<file path="src/rtl/datapath_pkg.sv">
// Shared datapath constants used by the register file, bus mux and control unit.
//   DATA_WIDTH : default register/bus width
//   NUM_REGS   : default number of general-purpose registers
//   R0_IDX     : index of R0, the register masked to zero in base-address mode
package datapath_pkg;

  localparam int unsigned DATA_WIDTH = 32;
  localparam int unsigned NUM_REGS   = 16;
  localparam int unsigned R0_IDX     = 0;

endpackage

</file>
<file path="src/rtl/reg_cell.sv">
// Single WIDTH-bit storage register with load enable.
// Ports:
//   clk    : clock, rising edge
//   clr    : asynchronous active-high clear, forces q to 0
//   enable : load d on the next rising edge
//   d      : data in
//   q      : registered data out
module reg_cell
  import datapath_pkg::*;
#(
  parameter int unsigned WIDTH = DATA_WIDTH
) (
  input  logic             clk,
  input  logic             clr,
  input  logic             enable,
  input  logic [WIDTH-1:0] d,
  output logic [WIDTH-1:0] q
);

  always_ff @(posedge clk or posedge clr) begin
    if (clr) begin
      q <= '0;
    end else if (enable) begin
      q <= d;
    end
  end

endmodule

</file>
<file path="src/rtl/reg_file_ba.sv">
// General-purpose register file with one write port, two combinational read ports
// (optional write-to-read bypass), R0 base-address masking on port A, and a
// pending-write scoreboard for load-use stall detection.
// Ports:
//   clk, clr            : clock / asynchronous active-high clear
//   wr_en, wr_addr,
//   wr_data             : synchronous write port
//   ra_addr, ra_data    : read port A (zeroed for R0 when ba_out is high)
//   ba_out              : base-address mode select
//   rb_addr, rb_data    : read port B (never masked)
//   busy_set, busy_addr : mark a register as awaiting a write
//   ra_busy, rb_busy    : pending flag of the register addressed by each port
//   busy_cnt            : registered count of pending registers
// DEPTH must be a power of two and at least 2.
module reg_file_ba
  import datapath_pkg::*;
#(
  parameter  int unsigned WIDTH  = DATA_WIDTH,
  parameter  int unsigned DEPTH  = NUM_REGS,
  parameter  int unsigned BYPASS = 1,
  localparam int unsigned AW     = $clog2(DEPTH)
) (
  input  logic             clk,
  input  logic             clr,
  input  logic             wr_en,
  input  logic [AW-1:0]    wr_addr,
  input  logic [WIDTH-1:0] wr_data,
  input  logic [AW-1:0]    ra_addr,
  output logic [WIDTH-1:0] ra_data,
  input  logic             ba_out,
  input  logic [AW-1:0]    rb_addr,
  output logic [WIDTH-1:0] rb_data,
  input  logic             busy_set,
  input  logic [AW-1:0]    busy_addr,
  output logic             ra_busy,
  output logic             rb_busy,
  output logic [AW:0]      busy_cnt
);

  logic [WIDTH-1:0] regs_q [DEPTH];

  for (genvar i = 0; i < DEPTH; i++) begin : g_cell
    reg_cell #(
      .WIDTH(WIDTH)
    ) u_cell (
      .clk   (clk),
      .clr   (clr),
      .enable(wr_en && (wr_addr == AW'(i))),
      .d     (wr_data),
      .q     (regs_q[i])
    );
  end

  // Same-cycle write hits on each read port; only honoured when bypass is built in.
  logic hit_a, hit_b;
  assign hit_a = (BYPASS != 0) && wr_en && (wr_addr == ra_addr);
  assign hit_b = (BYPASS != 0) && wr_en && (wr_addr == rb_addr);

  logic [WIDTH-1:0] ra_raw, rb_raw;
  assign ra_raw = hit_a ? wr_data : regs_q[ra_addr];
  assign rb_raw = hit_b ? wr_data : regs_q[rb_addr];

  // Mask is applied after the bypass so a forwarded R0 write still reads as zero.
  always_comb begin
    ra_data = ra_raw;
    if (ba_out && (ra_addr == AW'(R0_IDX))) begin
      ra_data = '0;
    end
  end

  assign rb_data = rb_raw;

  // Scoreboard
  logic [DEPTH-1:0] busy_q, busy_d;
  logic [AW:0]      busy_cnt_q, busy_cnt_d;

  always_comb begin
    busy_d = busy_q;
    if (wr_en) begin
      busy_d[wr_addr] = 1'b0;
    end
    // Applied last: a load issued in the same cycle as the write keeps the bit set.
    if (busy_set) begin
      busy_d[busy_addr] = 1'b1;
    end
  end

  always_comb begin
    busy_cnt_d = '0;
    for (int unsigned i = 0; i < DEPTH; i++) begin
      busy_cnt_d = busy_cnt_d + (AW + 1)'(busy_d[i]);
    end
  end

  always_ff @(posedge clk or posedge clr) begin
    if (clr) begin
      busy_q     <= '0;
      busy_cnt_q <= '0;
    end else begin
      busy_q     <= busy_d;
      busy_cnt_q <= busy_cnt_d;
    end
  end

  // A write landing this cycle resolves the hazard through the bypass.
  assign ra_busy  = busy_q[ra_addr] & ~hit_a;
  assign rb_busy  = busy_q[rb_addr] & ~hit_b;
  assign busy_cnt = busy_cnt_q;

endmodule

</file>
<file path="config.mk">
export PLATFORM = sky130hd
export DESIGN_NAME = reg_file_ba
export DESIGN_NICKNAME = d
export VERILOG_FILES = /design/src/rtl/datapath_pkg.sv /design/src/rtl/reg_cell.sv /design/src/rtl/reg_file_ba.sv
export SDC_FILE = /design/constraint.sdc
export NUM_CORES = 1
export LEC_CHECK = 0
export CAP_MARGIN = 15
export CORE_MARGIN = 2
export CORE_UTILIZATION = 45
export CTS_CLUSTER_DIAMETER = 100
export DETAILED_ROUTE_END_ITERATION = 10
export MAX_ROUTING_LAYER = met4
export PLACE_DENSITY_LB_ADDON = 0.05
export SLEW_MARGIN = 10
export SYNTH_ARGS = -nofsm -noshare
export SYNTH_HDL_FRONTEND = slang
export SYNTH_HIERARCHICAL = 1
export SYNTH_SLANG_ARGS = --single-unit
export TNS_END_PERCENT = 50
</file>
<file path="constraint.sdc">
create_clock -name clk -period 3.8 [get_ports clk]
set_input_delay 0.57 -clock clk [delete_from_list [all_inputs] [get_ports clk]]
set_output_delay 0.57 -clock clk [all_outputs]
set_load 0.05 [all_outputs]
</file>
==> metrics.yaml, run 1 <==
cells_and_area:
  final_util: 0.531
  fillers: 5758
  layout-drive-gt1-share: 0.554
  nets: 2185
  layout_commonest_cell: "dfrtp_1"
  fin_cells: 3102
  final_cell_mix: "533 x dfrtp_1, 480 x mux2_4, 266 x mux4_2"
  synthToLayoutAreaGrowth_pct: 17.2
  antennaDiodeCount: 0
grt:
  grt_overflow: 0
  grtUsageTotal: 0.300
  grt_pass1_wl_mm: 153
  antenna_found_initial: 0
  grt_start_max_net_pins: 74
  grt_pass1_vias: 21200
worst_setup_path:
  path_buf_inv: 4
  path_cells: "clkdlybuf4s50_1 > buf_4 > nor2_4 > and3_1 > nor2_4 > buf_12 > a22o_1 > buf_12"
  rr_worst_depth: 12
  crit_path_end_kind: "primary output"
  path_depth: 8
  max_stage_delay_ns: 0.74
  critPathMaxFanout: 16
  critPathSlowestCell: "nor2_4"
  startpoint_type: "primary input"
  rr_endpoint: "busy_cnt[1]$_DFF_PP0_"
  cp.required_ns: 3.23
  arrival_ns: 3.10
  r2r_setup_slack_ns: 0.21
  r2r-start: "busy_q[11]$_DFF_PP0_"
  critical_path_class: "in -> out"
  crit_family: "buffers and inverters"
yosys:
  ys_seq_elements: 533
  ys_types: 43
  yosysSeqAreaShare: 0.421
  synth_flop_cell: "dfrtp_1"
  synth_edf_count: 0
  synth_warnings: 6
  async_reset_ff_frac: 1.00
  synthCells: 1928
  avgSynthCellArea_um2: 16.4
  synthesis.area_um2: 31700
  synth_nets: 1996
drt:
  drt_iter0_drc: 1966
  drt_pass1_iterations: 7
  wire_per_inst_um: 33.7
  viasPerCell: 6.30
  detail-route-antenna-nets: 0
  drc: 0
  vias: 19500
  wl_mm: 105
sta:
  fin_crit_sh: 0.965
  fmax_mhz: 273
  maxSlewViolCount: 0
  hold_viol: 0
  fin_crit_ns: 3.67
  worstMarginPinSlew_ns: 1.01
  slew_headroom: 0.324
  finClkSkew_ns: 0.00293
  setup_viol: 0
  fin_hold_ws_ns: 0.365
clocking:
  cts.path.max_buffers: 3
  insertion_delay_ns: 0.59
  path_clk_slew_ns: 0.05
  htreeDepth: 3
  cts_made_buffers: 66
  cts_tree: "built"
  cts-root-buf: "clkbuf_16"
  clock_sinks: 533
floorplan:
  coreArea_um2: 69900
  die_x_um: 269
  die_y_um: 269
  pin_count: 124
  dieArea_um2: 72600
  rows: 97
  start_util: 0.453
hold_path:
  whs_path_depth: 3
  hold_path.class: "in -> reg"
  hold_path.startpoint: "busy_set"
  hold_end: "busy_q[15]$_DFF_PP0_"
pwr:
  p_leak_nw: 15.9
  power_mw: 21.9
  p_per_area_nw_per_um2: 588
  max-vdd-ir-drop_v: 0.000847
place:
  portBuffers: 123
  placedCellCount: 2981
  gp_congestion: 0.859
  hpwl_mm: 59.9
run_status:
  status: "complete, no violations"
run:
  cap_violations: 0
Yosys cell counts (2+ instances only):
cell	number	area share
dfrtp_1	533	0.42
mux2_4	480	0.23
mux4_2	266	0.19
a22oi_1	64	0.015
nor2_1	49	0.0058
buf_12	48	0.030
clkbuf_1	47	0.0056
nand2_1	45	0.0053
inv_1	40	0.0047
nor2b_1	36	0.0071
a211oi_1	33	0.0078
a22o_1	33	0.0091
mux2i_1	33	0.010
buf_2	32	0.0051
mux2_2	32	0.011
buf_6	26	0.0092
a2111oi_0	22	0.0061
o21ai_0	16	0.0025
buf_4	14	0.0033
fa_1	10	0.0063
a2111oi_1	7	0.0022
buf_1	7	0.00083
nand3_1	6	0.00095
nand3b_1	6	0.0014
xor2_1	6	0.0017
ha_1	5	0.0020
nand2b_1	5	0.00099
and2_1	4	0.00079
xnor2_1	4	0.0011
a2111oi_2	2	0.00095
and3_1	2	0.00039
nor3_1	2	0.00032
o21a_1	2	0.00047
o32ai_1	2	0.00055
worst register-to-register path, delay by kind of cell (launching register included):
family	cells	cell delay (ns)
compound gates	2	0.19
fa+ha+maj	6	2.70
flops	1	0.41
buf+inv	4	0.20
metrics by stage:
stage	area [um^2]	setup slack, ns	TNS [ns]
after CTS	37100	0.00719	0
final	37200	0.134	0
after detailed placement	34900	-0.926	-3.85
after floorplan	31700	-0.257	-0.848
after global routing	37200	-0.0172	-0.0172
after global placement	34900	-0.884	-3.62
worst max-delay path by stage:
stage / from / endpoint / slack, ns
finish: ra_addr[2] / ra_data[2] / 0.13
global route: wr_addr[2] / busy_cnt[4]$_DFF_PP0_ / -0.02
global placement: wr_en / busy_cnt[1]$_DFF_PP0_ / -0.88
floorplan: wr_addr[2] / busy_cnt[1]$_DFF_PP0_ / -0.26
CTS: wr_addr[3] / busy_cnt[1]$_DFF_PP0_ / 0.007
detailed placement: wr_en / busy_cnt[1]$_DFF_PP0_ / -0.93
sequential cells by signal, indices dropped and copies added, names as in the netlist:
name             count
busy_q              16
g_cell.u_cell/q    512
busy_cnt             5
metal layers:
metal,vias to the layer above,wire length (um),global-route usage
met5,-,0,-
li1,7833,-,-
met1,10700,45100,0.409
met3,188,7620,0.0663
met2,847,48700,0.453
met4,0,3150,0.0886
layout make-up:
type | count | area, um^2 | area share
Tap cell | 940 | 1180 | 0.0317
Timing Repair Buffer | 296 | 3680 | 0.0991
Clock inverter | 7 | 50.0 | 0.00135
Multi-Input combinational cell | 1180 | 16700 | 0.449
Clock buffer | 106 | 2070 | 0.0558
Sequential cell | 533 | 13300 | 0.359
Inverter | 40 | 150 | 0.00404
report_power, final:
part	switching, mW	total [mW]	leakage [nW]	internal, mW
sequential	1.07	8.12	6.53	7.05
combinational	3.03	7.48	8.33	4.45
clock	2.54	6.26	1.05	3.72
repair_timing:
item,4_1_cts,5_1_grt
endpoints found under the setup margin,4,4
setup buffers,2,6
endpoints found under the hold margin,0,0
pin swaps,5,12
gates cloned,0,0
resized for setup,20,32
hold buffers,0,0
cells by family after synthesis:
| logic type | synth area share |
|---|---|
| buffers and inverters | 0.0595 |
| xor gates and xnor gates | 0.00276 |
| DFF | 0.421 |
| adders and majority gates | 0.00829 |
| muxes | 0.438 |
| and+or+nand+nor | 0.0246 |
| AOI/OAI and AO/OA | 0.0456 |
Power figures use the tool's default switching activity.
==> inputs of run 2 (changes only) <==
--- a/config.mk
+++ b/config.mk
@@ -7,11 +7,12 @@
 export LEC_CHECK = 0
 export CAP_MARGIN = 15
 export CORE_MARGIN = 2
-export CORE_UTILIZATION = 45
+export CORE_UTILIZATION = 30
 export CTS_CLUSTER_DIAMETER = 100
 export DETAILED_ROUTE_END_ITERATION = 10
 export MAX_ROUTING_LAYER = met4
 export PLACE_DENSITY_LB_ADDON = 0.05
+export RECOVER_POWER = 100
 export SLEW_MARGIN = 10
 export SYNTH_ARGS = -nofsm -noshare
 export SYNTH_HDL_FRONTEND = slang
==> metrics.yaml, run 2 (synthesis results as in run 1) <==
drt:
  viasPerCell: 5.38
  wl_met2_mm: 56.1
  wire_per_inst_um: 32.7
  met3_wirelength_mm: 4.91
  detail-route-antenna-nets: 0
  drt_iter0_drc: 1467
  wl_mm: 118
  routed.top_layer: "met4"
  vias: 19500
  met1Wirelength_mm: 54.3
  drt_pass1_iterations: 5
  drc: 0
clocking:
  cts.path.max_buffers: 3
  cts_tree: "built"
  clock_sinks: 533
  cts-root-buf: "clkbuf_16"
  path_clk_slew_ns: 0.06
  cts_made_buffers: 71
  hold_buffers: 0
  htreeDepth: 3
  insertion_delay_ns: 0.64
grt:
  grt_pass1_wl_mm: 171
  grt_start_max_net_pins: 96
  grt_overflow: 0
  antenna_found_initial: 3
  grt_pass1_vias: 21600
  grtUsageTotal: 0.229
cells_and_area:
  largest_reg_flops: 512
  largest-register: "g_cell.u_cell/q"
  layout-drive-gt1-share: 0.322
  synthToLayoutAreaGrowth_pct: 12.8
  fin_cells: 3620
  design_area_um2: 35700
  final_cell_mix: "533 x dfrtp_1, 433 x mux2_1, 266 x mux4_2"
  layout_commonest_cell: "dfrtp_1"
  nets: 2243
sta:
  fmax_mhz: 270
  fin_crit_ns: 3.70
  hold_viol: 0
  rsz0062_at_grt: "no"
  fin_hold_ws_ns: 0.308
  worstMarginPinSlew_ns: 2.26
  maxSlewViolCount: 640
  finClkSkew_ns: 0.00869
  setup_viol: 0
  slew_headroom: -0.507
  fin_crit_sh: 0.975
  postLayoutSetupSlackWorst_ns: 0.0963
floorplan:
  dieArea_um2: 108000
  die_x_um: 329
  rows: 119
  coreArea_um2: 105000
  start_util: 0.302
  die_y_um: 329
  pin_count: 124
hold_path:
  whs_path_depth: 3
  hold_path.class: "in -> reg"
  hold_end: "busy_q[15]$_DFF_PP0_"
  hold_path.startpoint: "busy_addr[0]"
run_status:
  status: "finished, violations left"
  violations: "max-capacitance violations, max-slew violations"
pwr:
  p_leak_nw: 14.8
  power_mw: 21.5
  p_per_area_nw_per_um2: 602
  p_clk_frac: 0.331
  max-vdd-ir-drop_v: 0.000697
  pwr-share-comb: 0.294
  netSwitchingPower_mw: 6.79
  p_seq_frac: 0.374
  swShare: 0.315
  intPower_mw: 14.7
place:
  hpwl_mm: 71.8
  place_ws_ns: -1.04
  gp_congestion: 0.792
  portBuffers: 123
  placedCellCount: 3473
  placed_cell_area_um2: 35800
worst_setup_path:
  cp.required_ns: 3.23
  startpoint_type: "primary input"
  r2r-start: "busy_q[15]$_DFF_PP0_"
  crit_path_end_kind: "primary output"
  arrival_ns: 3.13
  rr_worst_depth: 13
  rr_endpoint: "busy_cnt[4]$_DFF_PP0_"
  critPathMaxFanout: 32
  r2r_setup_slack_ns: 0.17
  critical_path_class: "in -> out"
run:
  cap_violations: 33
## run 2: cell count changes in the layout (fill, tap and decap cells not counted), sizes merged, moves of 2 or more
cell           change
dlymetal6s2s       +2
clkbuf           +124
clkinv            +19
buf               -73
clkdlybuf4s50      -7
inv               -14
dlygate4sd3        +7
bufinv             +6
## run 2: metal layers
layer / vias up / GRT usage
met5: - / -
met3: 165 / 0.0282
met1: 10700 / 0.312
met2: 602 / 0.363
met4: 0 / 0.0579
li1: 7998 / -
## run 2: layout make-up
cell class	count	area (um^2)
Antenna cell	1	2.50
Clock buffer	107	2190
Clock inverter	19	273
Fill cell	10400	69200
Inverter	40	150
Multi-Input combinational cell	1180	15000
Sequential cell	533	13300
Tap cell	1391	1740
Timing Repair Buffer	349	3060
## run 2: power groups by stage
stage                     sequential, mW  clock [mW]  combinational (mW)
after floorplan                     7.86           0                5.22
after global placement              8.11           0                7.61
after detailed placement            8.15           0                7.63
after CTS                           8.09        7.35                7.67
after global routing                8.22        7.56                6.86
final                               8.05        7.13                6.33
## run 2: critical path, cell delays in order
cell and delay, ns:
dlygate4sd3_1 0.61, clkbuf_1 0.16, nor2_4 0.11, clkbuf_4 0.68
nand2_1 0.16, nand3_1 0.20, mux2i_1 0.09, nor2_1 0.12
clkbuf_1 0.23, buf_12 0.17
## run 2: per-stage QoR
stage               utilization  TNS (ns)
floorplan                     -    -0.848
global placement          0.340     -4.55
finish                    0.340         0
global route              0.340         0
detailed placement        0.341     -4.43
CTS                       0.366         0
## run 2: worst max-delay path by stage
stage	start	endpoint	slack, ns	cells past startpoint
finish	ra_addr[2]	ra_data[30]	0.1	10
global route	wr_addr[3]	rb_data[21]	0.01	9
floorplan	wr_addr[2]	busy_cnt[1]$_DFF_PP0_	-0.26	14
global placement	wr_en	busy_cnt[1]$_DFF_PP0_	-0.93	15
detailed placement	wr_en	busy_cnt[1]$_DFF_PP0_	-1.04	15
CTS	wr_addr[1]	busy_cnt[4]$_DFF_PP0_	0.006	17
## run 2: what timing repair did
action | CTS | global route
buffers inserted | 19 | 1
pin swaps | 6 | 9
gates resized for setup | 26 | 22
hold endpoints to repair | 0 | 0
setup endpoints to repair | 5 | 28
cloned | 0 | 0
==> inputs of run 3 (changes only) <==
--- a/config.mk
+++ b/config.mk
@@ -9,7 +9,9 @@
 export CORE_MARGIN = 2
 export CORE_UTILIZATION = 30
 export CTS_CLUSTER_DIAMETER = 100
+export CTS_CLUSTER_SIZE = 16
 export DETAILED_ROUTE_END_ITERATION = 10
+export DONT_BUFFER_PORTS = 1
 export MAX_ROUTING_LAYER = met4
 export PLACE_DENSITY_LB_ADDON = 0.05
 export RECOVER_POWER = 100
==> metrics.yaml, run 3 (synthesis results as in run 1) <==
worst_setup_path:
  r2r_setup_slack_ns: 0.16
  cp.required_ns: 3.23
  startpoint_type: "primary input"
  critical_path_class: "in -> out"
  critPathSlowestCell: "nor2b_2"
  path_depth: 8
  arrival_ns: 3.10
  crit_path_end_kind: "primary output"
  path_cells: "xnor2_1 > nand2_1 > nor4_1 > buf_4 > nor2b_2 > clkbuf_4 > a22o_1 > clkbuf_4"
  crit_family: "buffers and inverters"
  critPathMaxFanout: 134
  crit_start: "ra_addr[0]"
  rr_worst_depth: 12
  r2r-start: "busy_q[15]$_DFF_PP0_"
  cpMostUsedCell: "clkbuf_4"
  max_stage_delay_ns: 0.60
  cp-endpoint: "ra_data[26]"
  rr_endpoint: "busy_cnt[1]$_DFF_PP0_"
  path_buf_inv: 3
drt:
  wl_mm: 118
  wire_per_inst_um: 35.2
  drt_pass1_iterations: 5
  detail-route-antenna-nets: 0
  vias: 18400
  viasPerCell: 5.50
  drt_iter0_drc: 1425
  drc: 0
floorplan:
  rows: 119
  die_x_um: 329
  pin_count: 124
  start_util: 0.302
  dieArea_um2: 108000
  coreArea_um2: 105000
  die_y_um: 329
clocking:
  cts_tree: "built"
  htreeDepth: 2
  cts-root-buf: "clkbuf_16"
  cts.path.max_buffers: 3
  path_clk_slew_ns: 0.09
  cts_made_buffers: 41
  clock_sinks: 533
  insertion_delay_ns: 0.63
pwr:
  max-vdd-ir-drop_v: 0.000706
  p_per_area_nw_per_um2: 555
  p_leak_nw: 13.2
run_status:
  violations: "max-capacitance violations, max-slew violations"
  status: "finished, violations left"
sta:
  fin_crit_ns: 3.67
  fmax_mhz: 272
  maxSlewViolCount: 597
  setup_viol: 0
  hold_viol: 0
  slew_headroom: -0.718
  finClkSkew_ns: 0.00173
  rsz0062_at_grt: "no"
  finalSetupTns_ns: 0
  postLayoutSetupSlackWorst_ns: 0.129
  fin_crit_sh: 0.966
  worstMarginPinSlew_ns: 2.58
hold_path:
  hold_path.class: "in -> reg"
grt:
  grt_start_max_net_pins: 135
  antenna_found_initial: 3
  grt_pass1_vias: 20300
  grt_overflow: 0
  grtUsageTotal: 0.228
  grt_pass1_wl_mm: 167
cells_and_area:
  final_cell_mix: "533 x dfrtp_1, 419 x mux2_1, 266 x mux4_2"
  layout-drive-gt1-share: 0.286
  synthToLayoutAreaGrowth_pct: 2.34
  multiInputGateArea_um2: 15100
  antennaDiodeCount: 0
  nets: 2020
  design_area_um2: 32400
  fin_cells: 3352
  largest_reg_flops: 512
  layout_commonest_cell: "dfrtp_1"
  layout.area.seq_um2: 13300
  fillers: 10600
  largest-register: "g_cell.u_cell/q"
place:
  portBuffers: 0
  placedCellCount: 3297
  placed_cell_area_um2: 33400
  gp_congestion: 0.800
  hpwl_mm: 66.4
  place_ws_ns: -0.413
run:
  cap_violations: 27
==> run 3: changes by cell type in the layout (fill, tap and decap cells not counted), moves of 14 or more <==
cell / before / now
buf_4: 110 / 39
buf_12: 56 / 9
clkbuf_16: 76 / 41
clkdlybuf4s50_1: 34 / 0
clkbuf_1: 92 / 59
a211oi_1: 33 / 3
a211oi_2: 0 / 30
clkinv_1: 15 / 0
inv_1: 22 / 37
mux2_1: 433 / 419
==> run 3: layout make-up <==
cell class                      instances  area share
Multi-Input combinational cell       1180       0.466
Timing Repair Buffer                  156      0.0299
Inverter                               40     0.00467
Clock inverter                          4     0.00131
Sequential cell                       533       0.411
Clock buffer                           48      0.0337
Tap cell                             1391      0.0537
==> run 3: power breakdown <==
| group | internal, mW | switching [mW] |
|---|---|---|
| Sequential | 7.03 | 1.07 |
| Combinational | 2.97 | 2.55 |
| Clock | 2.04 | 2.33 |
| Total | 12.0 | 5.95 |
==> run 3: what timing repair did <==
| action | 4_1_cts | 5_1_grt |
|---|---|---|
| setup buffers | 0 | 1 |
| gates resized for setup | 0 | 3 |
| hold buffers | 2 | 0 |
| endpoints found under the setup margin | 0 | 2 |
| endpoints found under the hold margin | 84 | 0 |
==> run 3: worst register-to-register path, stage by stage (launching register included) <==
cell,delay [ns]
dfrtp_1,0.38
o21ai_0,0.09
o21ai_1,0.15
fa_1,0.61
fa_1,0.45
fa_1,0.54
inv_1,0.05
fa_1,0.45
inv_2,0.08
ha_4,0.13
inv_2,0.04
fa_2,0.54
inv_1,0.04
==> run 3: stage by stage <==
stage / power, mW / utilization / hold WS (ns)
6_report: 18.0 / 0.309 / 0.0676
5_1_grt: 19.0 / 0.309 / 0.0439
4_1_cts: 19.2 / 0.330 / 0.00910
3_5_place_dp: 14.7 / 0.319 / 0.468
3_3_place_gp: 14.7 / 0.319 / 0.469
2_1_floorplan: 13.1 / - / 0.488
==> run 3: worst min path at each step <==
stage                                   start                                  end  slack (ns)  cells past startpoint
after detailed placement                  clr  g_cell[12].u_cell/q[29]$_DFFE_PP0P_        0.47                      1
after global routing              wr_data[27]  g_cell[14].u_cell/q[27]$_DFFE_PP0P_        0.04                      1
final                             wr_data[29]  g_cell[12].u_cell/q[29]$_DFFE_PP0P_        0.07                      1
after global placement                    clr  g_cell[12].u_cell/q[29]$_DFFE_PP0P_        0.47                      1
after CTS                                 clr   g_cell[5].u_cell/q[22]$_DFFE_PP0P_       0.009                      1
after floorplan           busy_q[3]$_DFF_PP0_                  busy_q[3]$_DFF_PP0_        0.49                      2
==> run 3: layer usage <==
layer | global-route usage | vias up | share of wire
li1 | - | 7489 | -
met5 | - | - | 0
met2 | 0.348 | 533 | 0.46
met1 | 0.316 | 10200 | 0.46
met3 | 0.0372 | 175 | 0.047
met4 | 0.0585 | 0 | 0.026
